===== src/rtl/sdc_pkg.sv =====
// Shared types and constants for the SPI-mode SD card
// power-up/initialisation sequencer.
package sdc_pkg;

    typedef enum logic [3:0] {
        ST_IDLE,
        ST_POWERUP,
        ST_CMD0,
        ST_CMD8,
        ST_CMD55,
        ST_ACMD41,
        ST_CMD58,
        ST_TAIL,
        ST_DONE,
        ST_ERR
    } state_e;

    // Sub-step inside every command state
    typedef enum logic [1:0] {
        PH_FRAME,
        PH_POLL,
        PH_TRAIL,
        PH_GAP
    } phase_e;

    typedef enum logic [2:0] {
        CMD_0,
        CMD_8,
        CMD_55,
        CMD_A41,
        CMD_58
    } cmd_e;

    localparam logic [2:0] ERR_NONE   = 3'd0;
    localparam logic [2:0] ERR_CMD0   = 3'd1;
    localparam logic [2:0] ERR_CMD8   = 3'd2;
    localparam logic [2:0] ERR_ACMD41 = 3'd3;
    localparam logic [2:0] ERR_CMD58  = 3'd4;

    localparam logic [7:0] R1_IDLE      = 8'h01;
    localparam logic [7:0] R1_READY     = 8'h00;
    localparam logic [7:0] CMD8_PATTERN = 8'hAA;
    localparam logic [7:0] FILL         = 8'hFF;

    localparam logic [2:0] FRAME_LAST = 3'd5;
    localparam logic [2:0] TRAIL_LAST = 3'd3;

    function automatic cmd_e state_cmd(input state_e s);
        case (s)
            ST_CMD8:   state_cmd = CMD_8;
            ST_CMD55:  state_cmd = CMD_55;
            ST_ACMD41: state_cmd = CMD_A41;
            ST_CMD58:  state_cmd = CMD_58;
            default:   state_cmd = CMD_0;
        endcase
    endfunction

endpackage


===== src/rtl/sdc_cmd_rom.sv =====
// Command frame ROM: six bytes per command, index 0 goes out first.
// Indices past the frame read back as fill bytes.
module sdc_cmd_rom
    import sdc_pkg::*;
(
    input  cmd_e       cmd_i,
    input  logic [2:0] idx_i,
    output logic [7:0] byte_o
);

    logic [47:0] frame;

    always_comb begin
        frame = {6{FILL}};
        case (cmd_i)
            CMD_0:   frame = 48'h4000_0000_0095;
            CMD_8:   frame = 48'h4800_0001_AA87;
            CMD_55:  frame = 48'h7700_0000_0065;
            CMD_A41: frame = 48'h6940_0000_0077;
            CMD_58:  frame = 48'h7A00_0000_00FD;
            default: frame = {6{FILL}};
        endcase
    end

    always_comb begin
        byte_o = FILL;
        case (idx_i)
            3'd0:    byte_o = frame[47:40];
            3'd1:    byte_o = frame[39:32];
            3'd2:    byte_o = frame[31:24];
            3'd3:    byte_o = frame[23:16];
            3'd4:    byte_o = frame[15:8];
            3'd5:    byte_o = frame[7:0];
            default: byte_o = FILL;
        endcase
    end

endmodule


===== src/rtl/sdc_init_ctrl.sv =====
// SPI-mode SD card initialisation sequencer: CMD0, CMD8, CMD55/ACMD41
// polling and CMD58, then hands the bus to the writer.
module sdc_init_ctrl
    import sdc_pkg::*;
#(
    parameter int unsigned DUMMY_BYTES = 10,
    parameter int unsigned NCR_MAX     = 8,
    parameter int unsigned CMD0_RETRY  = 4,
    parameter int unsigned ACMD41_MAX  = 1000
) (
    input  logic       clk_i,
    input  logic       reset_i,
    input  logic       start_init_i,
    input  logic       xfer_done_i,
    input  logic [7:0] xfer_rx_i,
    output logic       xfer_start_o,
    output logic [7:0] xfer_tx_o,
    output logic       cs_n_o,
    output logic       spi_slow_o,
    output logic       busy_o,
    output logic       init_done_o,
    output logic       init_err_o,
    output logic [2:0] err_code_o,
    output logic       sdhc_o
);

    localparam int unsigned PMAX =
        (DUMMY_BYTES > NCR_MAX) ? DUMMY_BYTES : NCR_MAX;
    localparam int PW = $clog2(PMAX + 1);
    localparam int IW = $clog2(ACMD41_MAX + 1);
    localparam int RW = $clog2(CMD0_RETRY + 1);

    state_e         state_q, state_d;
    state_e         tgt_q, tgt_d;
    phase_e         ph_q, ph_d;
    logic [2:0]     idx_q, idx_d;
    logic [PW-1:0]  poll_q, poll_d;
    logic [IW-1:0]  iter_q, iter_d;
    logic [RW-1:0]  retry_q, retry_d;
    logic           pend_q, pend_d;
    logic [2:0]     err_q, err_d;
    logic           sdhc_q, sdhc_d;

    logic           is_cmd;
    logic           xfer_st;
    logic [7:0]     rom_byte;
    logic [7:0]     r1;
    logic [IW-1:0]  iter_inc;
    logic           iter_last;
    cmd_e           cmd_id;

    assign cmd_id  = state_cmd(state_q);
    assign is_cmd  = state_q inside {ST_CMD0, ST_CMD8, ST_CMD55,
                                     ST_ACMD41, ST_CMD58};
    assign xfer_st = is_cmd || (state_q inside {ST_POWERUP, ST_TAIL});

    sdc_cmd_rom u_rom (
        .cmd_i  (cmd_id),
        .idx_i  (idx_q),
        .byte_o (rom_byte)
    );

    always_ff @(posedge clk_i) begin
        if (reset_i) begin
            state_q <= ST_IDLE;
            tgt_q   <= ST_IDLE;
            ph_q    <= PH_FRAME;
            idx_q   <= '0;
            poll_q  <= '0;
            iter_q  <= '0;
            retry_q <= '0;
            pend_q  <= 1'b0;
            err_q   <= ERR_NONE;
            sdhc_q  <= 1'b0;
        end else begin
            state_q <= state_d;
            tgt_q   <= tgt_d;
            ph_q    <= ph_d;
            idx_q   <= idx_d;
            poll_q  <= poll_d;
            iter_q  <= iter_d;
            retry_q <= retry_d;
            pend_q  <= pend_d;
            err_q   <= err_d;
            sdhc_q  <= sdhc_d;
        end
    end

    always_comb begin
        state_d      = state_q;
        tgt_d        = tgt_q;
        ph_d         = ph_q;
        idx_d        = idx_q;
        poll_d       = poll_q;
        iter_d       = iter_q;
        retry_d      = retry_q;
        pend_d       = pend_q;
        err_d        = err_q;
        sdhc_d       = sdhc_q;
        xfer_start_o = 1'b0;
        r1           = FILL;
        iter_inc     = (iter_q == IW'(ACMD41_MAX)) ? iter_q : iter_q + 1'b1;
        iter_last    = iter_q >= IW'(ACMD41_MAX - 1);

        if (xfer_st && !pend_q) begin
            xfer_start_o = 1'b1;
            pend_d       = 1'b1;
        end

        if (xfer_done_i && pend_q) begin
            pend_d = 1'b0;
            case (state_q)
                ST_POWERUP: begin
                    if (poll_q == PW'(DUMMY_BYTES - 1)) begin
                        state_d = ST_CMD0;
                        ph_d    = PH_FRAME;
                        idx_d   = '0;
                        poll_d  = '0;
                    end else begin
                        poll_d = poll_q + 1'b1;
                    end
                end
                ST_TAIL: state_d = ST_DONE;
                default: begin
                    case (ph_q)
                        PH_FRAME: begin
                            if (idx_q == FRAME_LAST) begin
                                ph_d   = PH_POLL;
                                idx_d  = '0;
                                poll_d = '0;
                            end else begin
                                idx_d = idx_q + 3'd1;
                            end
                        end
                        PH_POLL: begin
                            if (!xfer_rx_i[7] ||
                                poll_q == PW'(NCR_MAX - 1)) begin
                                // a poll timeout reads as R1 = 0xFF
                                r1 = xfer_rx_i[7] ? FILL : xfer_rx_i;
                                case (state_q)
                                    ST_CMD0: begin
                                        if (r1 == R1_IDLE) begin
                                            ph_d  = PH_GAP;
                                            tgt_d = ST_CMD8;
                                        end else if (retry_q ==
                                                     RW'(CMD0_RETRY - 1)) begin
                                            state_d = ST_ERR;
                                            err_d   = ERR_CMD0;
                                        end else begin
                                            retry_d = retry_q + 1'b1;
                                            ph_d    = PH_GAP;
                                            tgt_d   = ST_CMD0;
                                        end
                                    end
                                    ST_CMD8: begin
                                        if (r1 == R1_IDLE) begin
                                            ph_d  = PH_TRAIL;
                                            idx_d = '0;
                                        end else begin
                                            state_d = ST_ERR;
                                            err_d   = ERR_CMD8;
                                        end
                                    end
                                    ST_CMD55: begin
                                        if (!r1[7]) begin
                                            ph_d  = PH_GAP;
                                            tgt_d = ST_ACMD41;
                                        end else begin
                                            iter_d = iter_inc;
                                            if (iter_last) begin
                                                state_d = ST_ERR;
                                                err_d   = ERR_ACMD41;
                                            end else begin
                                                ph_d  = PH_GAP;
                                                tgt_d = ST_CMD55;
                                            end
                                        end
                                    end
                                    ST_ACMD41: begin
                                        if (r1 == R1_READY) begin
                                            ph_d  = PH_GAP;
                                            tgt_d = ST_CMD58;
                                        end else if (r1 == R1_IDLE &&
                                                     !iter_last) begin
                                            iter_d = iter_inc;
                                            ph_d   = PH_GAP;
                                            tgt_d  = ST_CMD55;
                                        end else begin
                                            iter_d  = iter_inc;
                                            state_d = ST_ERR;
                                            err_d   = ERR_ACMD41;
                                        end
                                    end
                                    ST_CMD58: begin
                                        if (r1 == R1_READY) begin
                                            ph_d  = PH_TRAIL;
                                            idx_d = '0;
                                        end else begin
                                            state_d = ST_ERR;
                                            err_d   = ERR_CMD58;
                                        end
                                    end
                                    default: ;
                                endcase
                            end else begin
                                poll_d = poll_q + 1'b1;
                            end
                        end
                        PH_TRAIL: begin
                            idx_d = idx_q + 3'd1;
                            if (state_q == ST_CMD58 && idx_q == 3'd0)
                                sdhc_d = xfer_rx_i[6];
                            if (idx_q == TRAIL_LAST) begin
                                idx_d = '0;
                                if (state_q == ST_CMD58) begin
                                    state_d = ST_TAIL;
                                end else if (xfer_rx_i == CMD8_PATTERN) begin
                                    ph_d  = PH_GAP;
                                    tgt_d = ST_CMD55;
                                end else begin
                                    state_d = ST_ERR;
                                    err_d   = ERR_CMD8;
                                end
                            end
                        end
                        PH_GAP: begin
                            state_d = tgt_q;
                            ph_d    = PH_FRAME;
                            idx_d   = '0;
                        end
                        default: ;
                    endcase
                end
            endcase
        end

        if (start_init_i && !xfer_st) begin
            state_d = ST_POWERUP;
            ph_d    = PH_FRAME;
            idx_d   = '0;
            poll_d  = '0;
            iter_d  = '0;
            retry_d = '0;
            pend_d  = 1'b0;
            err_d   = ERR_NONE;
            sdhc_d  = 1'b0;
        end
    end

    assign xfer_tx_o   = (is_cmd && ph_q == PH_FRAME) ? rom_byte : FILL;
    assign cs_n_o      = !(is_cmd && ph_q != PH_GAP);
    assign spi_slow_o  = state_q != ST_DONE;
    assign busy_o      = xfer_st;
    assign init_done_o = state_q == ST_DONE;
    assign init_err_o  = state_q == ST_ERR;
    assign err_code_o  = err_q;
    assign sdhc_o      = sdhc_q;

endmodule

===== config.mk =====
export PLATFORM = sky130hd
export DESIGN_NAME = sdc_init_ctrl
export DESIGN_NICKNAME = d
export VERILOG_FILES = /design/src/rtl/sdc_pkg.sv /design/src/rtl/sdc_cmd_rom.sv /design/src/rtl/sdc_init_ctrl.sv
export SDC_FILE = /design/constraint.sdc
export NUM_CORES = 1
export LEC_CHECK = 0
export ABC_CLOCK_PERIOD_IN_PS = 2510
export CORE_MARGIN = 2
export CORE_UTILIZATION = 39
export DETAILED_ROUTE_END_ITERATION = 8
export HOLD_SLACK_MARGIN = 0.02
export PLACE_DENSITY_LB_ADDON = 0.2
export SETUP_SLACK_MARGIN = 0.02
export SKIP_CTS_REPAIR_TIMING = 1
export SLEW_MARGIN = 20
export SYNTH_ARGS = -nofsm -noshare
export SYNTH_HDL_FRONTEND = slang
export SYNTH_SLANG_ARGS = --single-unit

===== constraint.sdc =====
create_clock -name clk_i -period 2.51 [get_ports clk_i]
set_clock_uncertainty 0.05 [all_clocks]
set_input_delay 0.251 -clock clk_i [delete_from_list [all_inputs] [get_ports clk_i]]
set_output_delay 0.251 -clock clk_i [all_outputs]
set_load 0.01 [all_outputs]

==> results.md, run 1 <==
* Total power at 0.001237 W
* Outcome: finished clean
* Initial antenna violation count at 0
* Worst EP arrival at 2.51 ns
* Die Span X at around 90 um
* Hpwl dp at 6.455 mm
* Hold path depth at 2
* Static Leak at between 1 and 1.5 nW
* Cells after Synth at roughly 380
* Worst-Skew Late Latency at 0.29 ns
* Clock sink count at 34
* Reg clk slew, reported paths at about 0.070 ns
* Placed inst area at between 3000 and 4000 sq um
* Worst hold start: idx_q[1]
* Top FF cell, synth: dfxtp_1
* Final Cell Area at 3821 sq um
* Combinational power share at 13.4%
* Final Hold Vio Count at 0
* I/O Pins at 30
* Cell variety after synth at 68
* Type of destination of the critical path: register
* Grt ovf at 0
* CTS Buffer Depth at 2
* Routability Congestion at slightly above 0.9
* Synth Register Bits at 34
* Worst r2r path cells at 7
* Hold_ws at 0.4419 ns
* Drt pass-1 iters at 5
* Reg2reg end: state_q[0]
* Final nets at 478
* Drc violations at 0
* CTS tree: done
* Worst-Margin Slew at 0.5653 ns
* Syn-to-layout area delta at 33.30%
* Sequential share of the synthesized area at 23.75%
* Peak supply drop at 0.1815 mV
* Kind of critical path: register to register
* CP Max Fanout at 9
* NetSw at 0.0002994 W
* RR Startpoint: state_q[3]
* PD cells at 323.8 nW/um^2
* Unrepaired setup endpoints after global routing: no
* H-Tree Depth at 2
* Worst Hold End: idx_q[1]
* Number of setup violations in the final report at 0
* Syn. warnings at 0
* Count of pins over their slew limit at 0
* Vias at 3,129
* Root Driver: clkbuf_8
* Switching share of power at 24.20%
* Layout cells sized above 1 at 21.60%
* Num CTS Buffers at 5
* DIE AREA at 8051 sq um
* Cell-internal power at ~0.00094 W
* HP Class: register to register
* # diodes at 0
* Share of total power in sequential cells at 44.2%
* Fmax achieved at 422.2 MHz
* Mapped Area at approximately 2900 sq um
* Post-route clock period utilization at 94.35%
* Fill count at 695
* Starting DRC count in detailed routing at 285
* Initial core utilization at 39.95%
* Vias per inst at between 5 and 6
* R2r setup slk at 0.14 ns
* Fin crit period at 2.368 ns
* Post-synth EDFFs at 0
* Syn nets at 406
* Critical path required time at 2.65 ns
* WL per Instance at ~15 um
* Core box area at 7176 sq um
* Clock share of power at 42.4%
* Reg area at just under 700 sq um
* Total track usage at 21.08%
* Detail Route Antenna Nets at 0
* Ys async rst share at 0%
* Max-cap violations at 0
* Die Ht at 89.73 um
* Buffers on Ports at 29
* Row count at 31
* Kind of start point of the critical path: register
* Largest net degree at the start of global routing at 30
* Relative slew slack at between 60% and 70%
* Post-Syn Area per Cell at 7.603 sq um
* First-pass GRT wire length at 14.19 mm
* Final wirelength at between 8 and 9 mm
* Area of the multi-input gates at 2061 sq um
* Vias in the first global route at 2,956
[cell type report]
cell class | count | share of cell area (%)
Clock buffer | 6 | 2.161
Clock inverter | 1 | 0.7859
Inverter | 19 | 1.866
Multi-Input combinational cell | 303 | 53.93
Sequential cell | 34 | 18.04
Tap cell | 99 | 3.242
Timing Repair Buffer | 86 | 19.97
[worst max path at each step]
stage	to	cells after the start	slack [ns]	startpoint
3_5_place_dp	state_q[2]	9	-0.16	xfer_rx_i[7]
5_1_grt	state_q[2]	8	0.03	poll_q[0]
2_1_floorplan	state_q[2]	8	0.38	state_q[2]
3_3_place_gp	state_q[2]	9	-0.12	xfer_rx_i[7]
4_1_cts	xfer_tx_o[6]	7	-0.20	idx_q[0]
6_report	state_q[0]	7	0.14	state_q[3]
[critical path, cell delays in order, from the launching register on]
cell and delay (ns):
dfxtp_1 0.42, buf_4 0.22, or4b_2 0.67, o21bai_1 0.21, a31o_2 0.15, a2111oi_1 0.06, nor3b_1 0.17, a2111oi_2 0.31
[registers in the layout (all words and copies together), names as in the netlist]
| name | cells |
|---|---|
| err_code_o | 3 |
| idx_q | 3 |
| iter_q | 10 |
| pend_q | 1 |
| ph_q | 2 |
| poll_q | 4 |
| retry_q | 3 |
| sdhc_o | 1 |
| state_q | 4 |
| tgt_q | 3 |
[synthesized netlist by cell type, drive strengths merged, types with 6 or more instances]
master   n  area (sq um)
a21oi   25         125.1
a22oi    6         45.04
and3     6         43.79
buf     10         56.30
clkbuf  11         41.29
dfxtp   34         680.7
ha      17         212.7
inv     19         71.32
mux2i    8         80.08
nand2   30         112.6
nand2b  11         68.82
nand3   16         92.59
nand4    6         37.54
nor2    38         142.6
nor2b    8         50.05
nor3    13         65.06
nor4     7         65.06
o211ai   6         45.04
o21ai   20         100.1
or3     10         63.81
xnor2    6         52.55
[through the flow]
step	util [%]	setup WS (ns)	TNS, ns	cells
CTS	52.24	-0.1996	-1.453	548
detailed placement	50.67	-0.1584	-0.6109	541
global route	53.25	0.02733	0	548
floorplan	-	0.3776	0	377
finish	53.25	0.1417	0	548
global placement	50.67	-0.1219	-0.2928	541
[layer usage]
layer / share of wire, % / vias to the layer above / global-route usage (%)
met3: 7.3 / 31 / 3.772
met2: 44 / 137 / 33.08
met5: 0 / - / 0
li1: - / 1532 / -
met1: 44 / 1429 / 28.16
met4: 3.8 / 0 / 9.872
[layout by cell type (no fill, tap or decap), drive strengths merged, types with 3 or more instances in the layout]
| cell | count |
|---|---|
| a211oi | 3 |
| inv | 19 |
| mux2 | 3 |
| ha | 17 |
| o21a | 4 |
| dlymetal6s2s | 8 |
| o21ai | 20 |
| nand3b | 3 |
| nand2b | 11 |
| buf | 57 |
| dfxtp | 34 |
| a31oi | 3 |
| or3 | 10 |
| a21oi | 25 |
| mux2i | 8 |
| nand3 | 16 |
| nor2b | 8 |
| or4 | 5 |
| nor2 | 38 |
| and3 | 6 |
| xnor2 | 6 |
| clkbuf | 6 |
| o31ai | 3 |
| nor4 | 7 |
| clkdlybuf4s50 | 21 |
| a22oi | 6 |
| o211ai | 6 |
| nand2 | 30 |
| nor3 | 13 |
| and4 | 3 |
| nand4 | 6 |
[power by group through the flow]
stage | clock, W | sequential [W] | combinational [W]
final | 0.000525 | 0.000546 | 0.000166
after detailed placement | 0 | 0.000560 | 0.000160
after global routing | 0.000568 | 0.000546 | 0.000181
after CTS | 0.000535 | 0.000547 | 0.000161
after global placement | 0 | 0.000560 | 0.000160
after floorplan | 0 | 0.000557 | 0.0000776
[cell families after synthesis]
| group | Yosys count | share of synthesized area, % |
|---|---|---|
| compound gates | 95 | 21.87 |
| xor+xnor | 7 | 2.139 |
| fa+ha+maj | 17 | 7.420 |
| buf+inv | 40 | 5.893 |
| flops | 34 | 23.74 |
| mux | 11 | 3.972 |
| simple gates | 173 | 34.96 |
Power figures use the tool's default switching activity.
==> run 2: changes to the inputs <==
- CTS_CLUSTER_DIAMETER: not set -> 200
- PLACE_DENSITY_LB_ADDON: 0.2 -> 0.3
- SKIP_CTS_REPAIR_TIMING: 1 -> not set
==> run 2 against run 1 <==
Count of clock-buffer cells in the layout is the same. Power is 0.46% higher. Worst hold slack improved by 0.0026 ns. Global-route usage fell by 0.45 points. Die area stayed put. Setup slack lost 0.068 ns. Via count decreased by 1.1%. Sequential share of layout area about the same.
==> results.md, run 2 (same netlist as run 1, synthesis figures left out) <==
* Outcome: finished clean
* Fin crit period at 2.437 ns (+0.06829 ns)
* Vias at 3,096 (-1.1%)
* Most used routing layer in global routing: met2
* Vias per inst at 5.650 (-1.1%)
* Fill count at 689 (-0.86%)
* Global Route met3 Usage at 3.185% (-0.59 points)
* Worst-Skew Late Latency at 0.29 ns (about the same)
* Root Driver: clkbuf_8
* CTS tree: done
* Final Hold Vio Count at 0 (unchanged)
* Layout cells sized above 1 at 22.94% (+1.3 points)
* PD cells at 325.9 nW/um^2 (+0.65%)
* Buffers on Ports at 29 (unchanged)
* Hpwl dp at 6.646 mm (+2.9%)
* Reg clk slew, reported paths at 0.07 ns (about the same)
* DIE AREA at 8051 sq um (unchanged)
* Worst EP arrival at 2.14 ns (-0.37 ns)
* Kind of start point of the critical path: register
* Max reg flops at 10 (unchanged)
* Peak supply drop at 0.2295 mV (+26%)
* I/O Pins at 30 (unchanged)
* Final wirelength at 8.368 mm (+0.24%)
* Max-cap violations at 0 (unchanged)
* Detail Route Antenna Nets at 0 (unchanged)
* Unrepaired setup endpoints after global routing: no
* Total track usage at 20.62% (-0.45 points)
* Final Cell Area at 3814 sq um (-0.20%)
* Initial core utilization at 39.95% (unchanged)
* Clock sink count at 34 (unchanged)
* First-pass GRT wire length at 13.63 mm (-3.9%)
* Most common cell after layout, fill and taps aside: buf_4
* # diodes at 0 (unchanged)
* Count of pins over their slew limit at 0 (unchanged)
* GR Util met2 at 34.47% (+1.4 points)
* Relative slew slack at 51.42% (-11 points)
* Die Span X at 89.73 um (unchanged)
* Placed inst area at 3628 sq um (-0.21%)
* Type of destination of the critical path: output port
* Total power at 0.001243 W (+0.46%)
* Final nets at 478 (unchanged)
* Kind of critical path: register to output port
* Core box area at 7176 sq um (unchanged)
* HP Class: register to register
* Syn-to-layout area delta at 33.04%
* Num CTS Buffers at 5 (unchanged)
* Drc violations at 0 (unchanged)
* Grt ovf at 0 (unchanged)
* Row count at 31 (unchanged)
* Global Route met1 Usage at 27.65% (-0.51 points)
* Worst r2r path cells at 7 (unchanged)
* Routability Congestion at 0.9334 (+2.4%)
* Die Ht at 89.73 um (unchanged)
* Fmax achieved at 410.4 MHz (-2.8%)
* Initial antenna violation count at 0 (unchanged)
* Vias in the first global route at 2,809 (-5.0%)
* Post-Layout Cell Count at 548 (unchanged)
* Setup_tns at 0 ns (unchanged)
* Reg with most FFs: iter_q
* CP Max Fanout at 5 (-4)
* Hold path depth at 2 (unchanged)
* Hold_ws at 0.4445 ns (+0.002590 ns)
* Commonest non-fill, non-tap cells in the layout: buf_4, nor2_1, nand2_1, dfxtp_1, a21oi_1
* Worst-Margin Slew at 0.7272 ns (+0.1618 ns)
* Number of setup violations in the final report at 0 (unchanged)
* CTS Buffer Depth at 2 (unchanged)
* WL per Instance at 15.27 um (+0.24%)
* Largest net degree at the start of global routing at 26 (-13%)
* Drt pass-1 iters at 5 (unchanged)
* Top flop regs: iter_q x10, poll_q x4, state_q x4
* Post-route clock period utilization at 97.07% (+2.7 points)
* Critical path required time at 2.21 ns (-0.44 ns)
* Hold_buf cts at 0
* H-Tree Depth at 2 (unchanged)
* Static Leak at 1.413 nW (-0.20%)
* Starting DRC count in detailed routing at 269 (-5.6%)
* Placed Cells at 540 (-0.18%)
run 2: cell types whose count changed in the layout (fill, tap and decap cells not counted), moves of 2 or more:
cell and change:
clkbuf_2 +2, dfxtp_4 -2, clkdlybuf4s15_1 +3, dlygate4sd2_1 +3
dfxtp_1 -2, dlymetal6s2s_1 -8, dfxtp_2 +4
run 2: power by group:
group	leakage [nW]	switching [W]	total, W	internal, W
registers	0.276	0.00000526	0.000548	0.000543
clock network	0.0573	0.000207	0.000525	0.000318
logic	1.08	0.0000902	0.000170	0.0000800
run 2: cell type report:
cell class,count,area [sq um],share of cell area [%]
clock buffer,6,82.58,2.165
clock inverter,1,30.03,0.7874
sequential,34,686.9,18.01
multi-input combinational,303,2090,54.79
tap,99,123.9,3.248
inverter,19,71.32,1.870
timing repair buffer,86,729.5,19.13
run 2: path summary, 6_finish.rpt:
path / slack (ns) / startpoint / endpoint
worst min register to register: 0.44 / idx_q[0] / idx_q[0]
worst max register to register: 0.18 / state_q[2] / state_q[0]
worst max-delay path: 0.07 / idx_q[0] / xfer_tx_o[2]
worst min-delay path: 0.44 / idx_q[0] / idx_q[0]
run 2: repair_timing:
action | CTS | global route
buffers inserted | 0 | 1
endpoints found under the setup margin | 8 | 25
pin swaps | 1 | 3
resized for setup | 11 | 23
run 2: routing by layer:
layer  vias to the layer above  wire length (um)
met1                      1446              3915
li1                       1529                 -
met2                       111              3907
met5                         -                 0
met4                         0               100
met3                        10               444
run 2: through the flow:
stage	util [%]	worst slack [ns]
after global routing	53.15	0.01048
final	53.15	0.07344
after CTS	52.15	0.03514
after detailed placement	50.57	-0.1404
after global placement	50.57	-0.09831
after floorplan	-	0.3776
run 2: critical path, stage by stage (launching register included):
cell             delay, ns
dfxtp_2               0.37
inv_1                 0.07
ha_1                  0.20
nor2b_1               0.14
o41ai_2               0.36
nor3_1                0.10
buf_4                 0.14
buf_4                 0.14
o211ai_1              0.07
clkdlybuf4s15_1       0.26
==> run 3: changes to the inputs <==
- REMOVE_ABC_BUFFERS: not set -> 1
- TNS_END_PERCENT: not set -> 100
==> run 3 against run 2 <==
Sequential cell count did not move. Sequential share of layout area rose by 0.44 points. Core utilization fell by 1.4 points.
==> results.md, run 3 (same netlist as run 1, synthesis figures left out) <==
* Total power at 0.001151 W (-7.4%)
* Core box area at 7176 sq um (unchanged)
* Worst EP arrival at 2.18 ns (+0.04 ns)
* Worst hold start: idx_q[0]
* Vias at 3,070 (-0.84%)
* Vias in the first global route at 3,005 (+7.0%)
* CTS Buffer Depth at 2 (unchanged)
* CTS tree: done
* Placed Cells at 538 (-0.37%)
* DIE AREA at 8051 sq um (unchanged)
* Reg clk slew, reported paths at 0.08 ns (about the same)
* Clock sink count at 34 (unchanged)
* Commonest non-fill, non-tap cells in the layout: buf_4, nor2_1, nand2_1, dfxtp_1, a21oi_1
* Post-route clock period utilization at 98.65% (+1.6 points)
* Final nets at 476 (-0.42%)
* Grt ovf at 0 (unchanged)
* RR Startpoint: state_q[2]
* Placed inst area at 3588 sq um (-1.1%)
* Fin worst setup slack at 0.03381 ns (-0.03963 ns)
* Setup crit start: idx_q[0]
* Syn-to-layout area delta at 29.64%
* Critical-path top delay cell: o41ai_2
* Starting DRC count in detailed routing at 211 (-22%)
* Cell-internal power at 0.0008360 W (-11%)
* HP Class: register to register
* Drt pass-1 iters at 5 (unchanged)
* Post-place setup slack at -0.1701 ns (-0.02970 ns)
* Clock share of power at 38.6% (-3.6 points)
* Initial antenna violation count at 0 (unchanged)
* Number of setup violations in the final report at 0 (unchanged)
* # diodes at 0 (unchanged)
* Die Span X at 89.73 um (unchanged)
* Static Leak at 1.382 nW (-2.2%)
* Outcome: finished clean
* Combinational power share at 13.7% (about the same)
* Unrepaired setup endpoints after global routing: yes
* Worst-Skew Late Latency at 0.30 ns (about the same)
* First-pass GRT wire length at 14.04 mm (+3.0%)
* Type of destination of the critical path: output port
* Root Driver: clkbuf_8
* CP top delay family: buffers and inverters
* Final core occ at 51.79% (-1.4 points)
* CP Max Fanout at 5 (unchanged)
* Count of pins over their slew limit at 0 (unchanged)
* Fmax achieved at 403.8 MHz (-1.6%)
* Post-Layout Cell Count at 547 (-0.18%)
* Reg with most FFs: iter_q
* Fin crit period at 2.476 ns (+0.03963 ns)
* Final wirelength at 8.475 mm (+1.3%)
* Final Cell Area at 3716 sq um (-2.6%)
* Cell Chain, Critical Path: inv_1 > ha_1 > nor2b_1 > o41ai_2 > nor3_2 > buf_4 > buf_4 > o211ai_1 > dlygate4sd2_1
* Buf/Inv on CP at 4 (unchanged)
* Drc violations at 0 (unchanged)
* PD cells at 309.8 nW/um^2 (-4.9%)
* Relative slew slack at 67.35% (+16 points)
* Largest net degree at the start of global routing at 15 (-42%)
* Max-cap violations at 0 (unchanged)
* Total track usage at 20.95% (+0.33 points)
* I/O Pins at 30 (unchanged)
* Final Hold Vio Count at 0 (unchanged)
* Worst-Margin Slew at 0.4847 ns (-0.2425 ns)
* Max reg flops at 10 (unchanged)
* Die Ht at 89.73 um (unchanged)
* Row count at 31 (unchanged)
* Critical path required time at 2.21 ns (about the same)
* Peak supply drop at 0.2437 mV (+6.2%)
* Kind of start point of the critical path: register
* Hpwl dp at 6.754 mm (+1.6%)
* Num CTS Buffers at 5 (unchanged)
* Vias per inst at 5.612 (-0.66%)
* Most common cell after layout, fill and taps aside: buf_4
* NetSw at 0.0003151 W (+4.2%)
* Layout cells sized above 1 at 22.32% (-0.62 points)
* Top flop regs: iter_q x10, poll_q x4, state_q x4
* Buffers on Ports at 29 (unchanged)
* Most frequent CP cell: buf_4
* Kind of critical path: register to output port
* Routability Congestion at 0.9555 (+2.4%)
* Switching share of power at 27.37% (+3.0 points)
* CP peak stage delay at 0.39 ns (+0.02 ns)
* Initial core utilization at 39.95% (unchanged)
* Detail Route Antenna Nets at 0 (unchanged)
* Fill count at 723 (+4.9%)
* H-Tree Depth at 2 (unchanged)
* Share of total power in sequential cells at 47.7% (+3.6 points)
* WL per Instance at 15.49 um (+1.5%)
run 3: power groups by stage:
stage / clock [W] / sequential (W) / combinational (W)
after floorplan: 0 / 0.000563 / 0.0000675
after global placement: 0 / 0.000560 / 0.000153
after detailed placement: 0 / 0.000561 / 0.000153
after CTS: 0.000456 / 0.000548 / 0.000154
after global routing: 0.000474 / 0.000549 / 0.000172
final: 0.000445 / 0.000549 / 0.000158
run 3: timing repair:
item,4_1_cts,5_1_grt
gates resized for setup,14,18
cloned,0,0
setup buffers,0,1
endpoints found under the setup margin,9,15
hold buffers,0,0
pin swaps,2,2
run 3: path summary, 6_finish.rpt:
path,end,slack [ns],depth (start not counted)
max reg2reg,state_q[0],0.15,7
max,xfer_tx_o[6],0.03,9
min,idx_q[0],0.45,2
min reg2reg,idx_q[0],0.45,2
run 3: metal layers:
metal	vias to the layer above	track usage, %	part of all wire [%]
met5	-	0	0
met4	0	8.590	2.9
met2	84	35.86	47
met3	18	3.018	4.2
li1	1526	-	-
met1	1442	26.50	46
run 3: worst reg2reg max path: stages, from the launching register on:
cell and delay, ns:
dfxtp_2 0.39, buf_4 0.17, or4b_2 0.68, o21bai_1 0.20, a31o_2 0.16, a2111oi_2 0.05, nor3b_1 0.16, a2111oi_1 0.38
run 3: area by class of cell:
cell class	instances	area, sq um	share of cell area (%)
sequential	34	685.7	18.45
tap	99	123.9	3.333
clock inverter	2	12.51	0.3367
inverter	19	71.32	1.919
clock buffer	6	82.58	2.222
timing repair buffer	84	683.2	18.38
multi-input combinational	303	2057	55.35
run 3: through the flow:
step | hold slack [ns] | TNS (ns)
global placement | 0.4250 | -0.8214
global route | 0.4545 | -0.04893
detailed placement | 0.4331 | -1.025
CTS | 0.4464 | 0
floorplan | 0.2734 | 0
finish | 0.4474 | 0
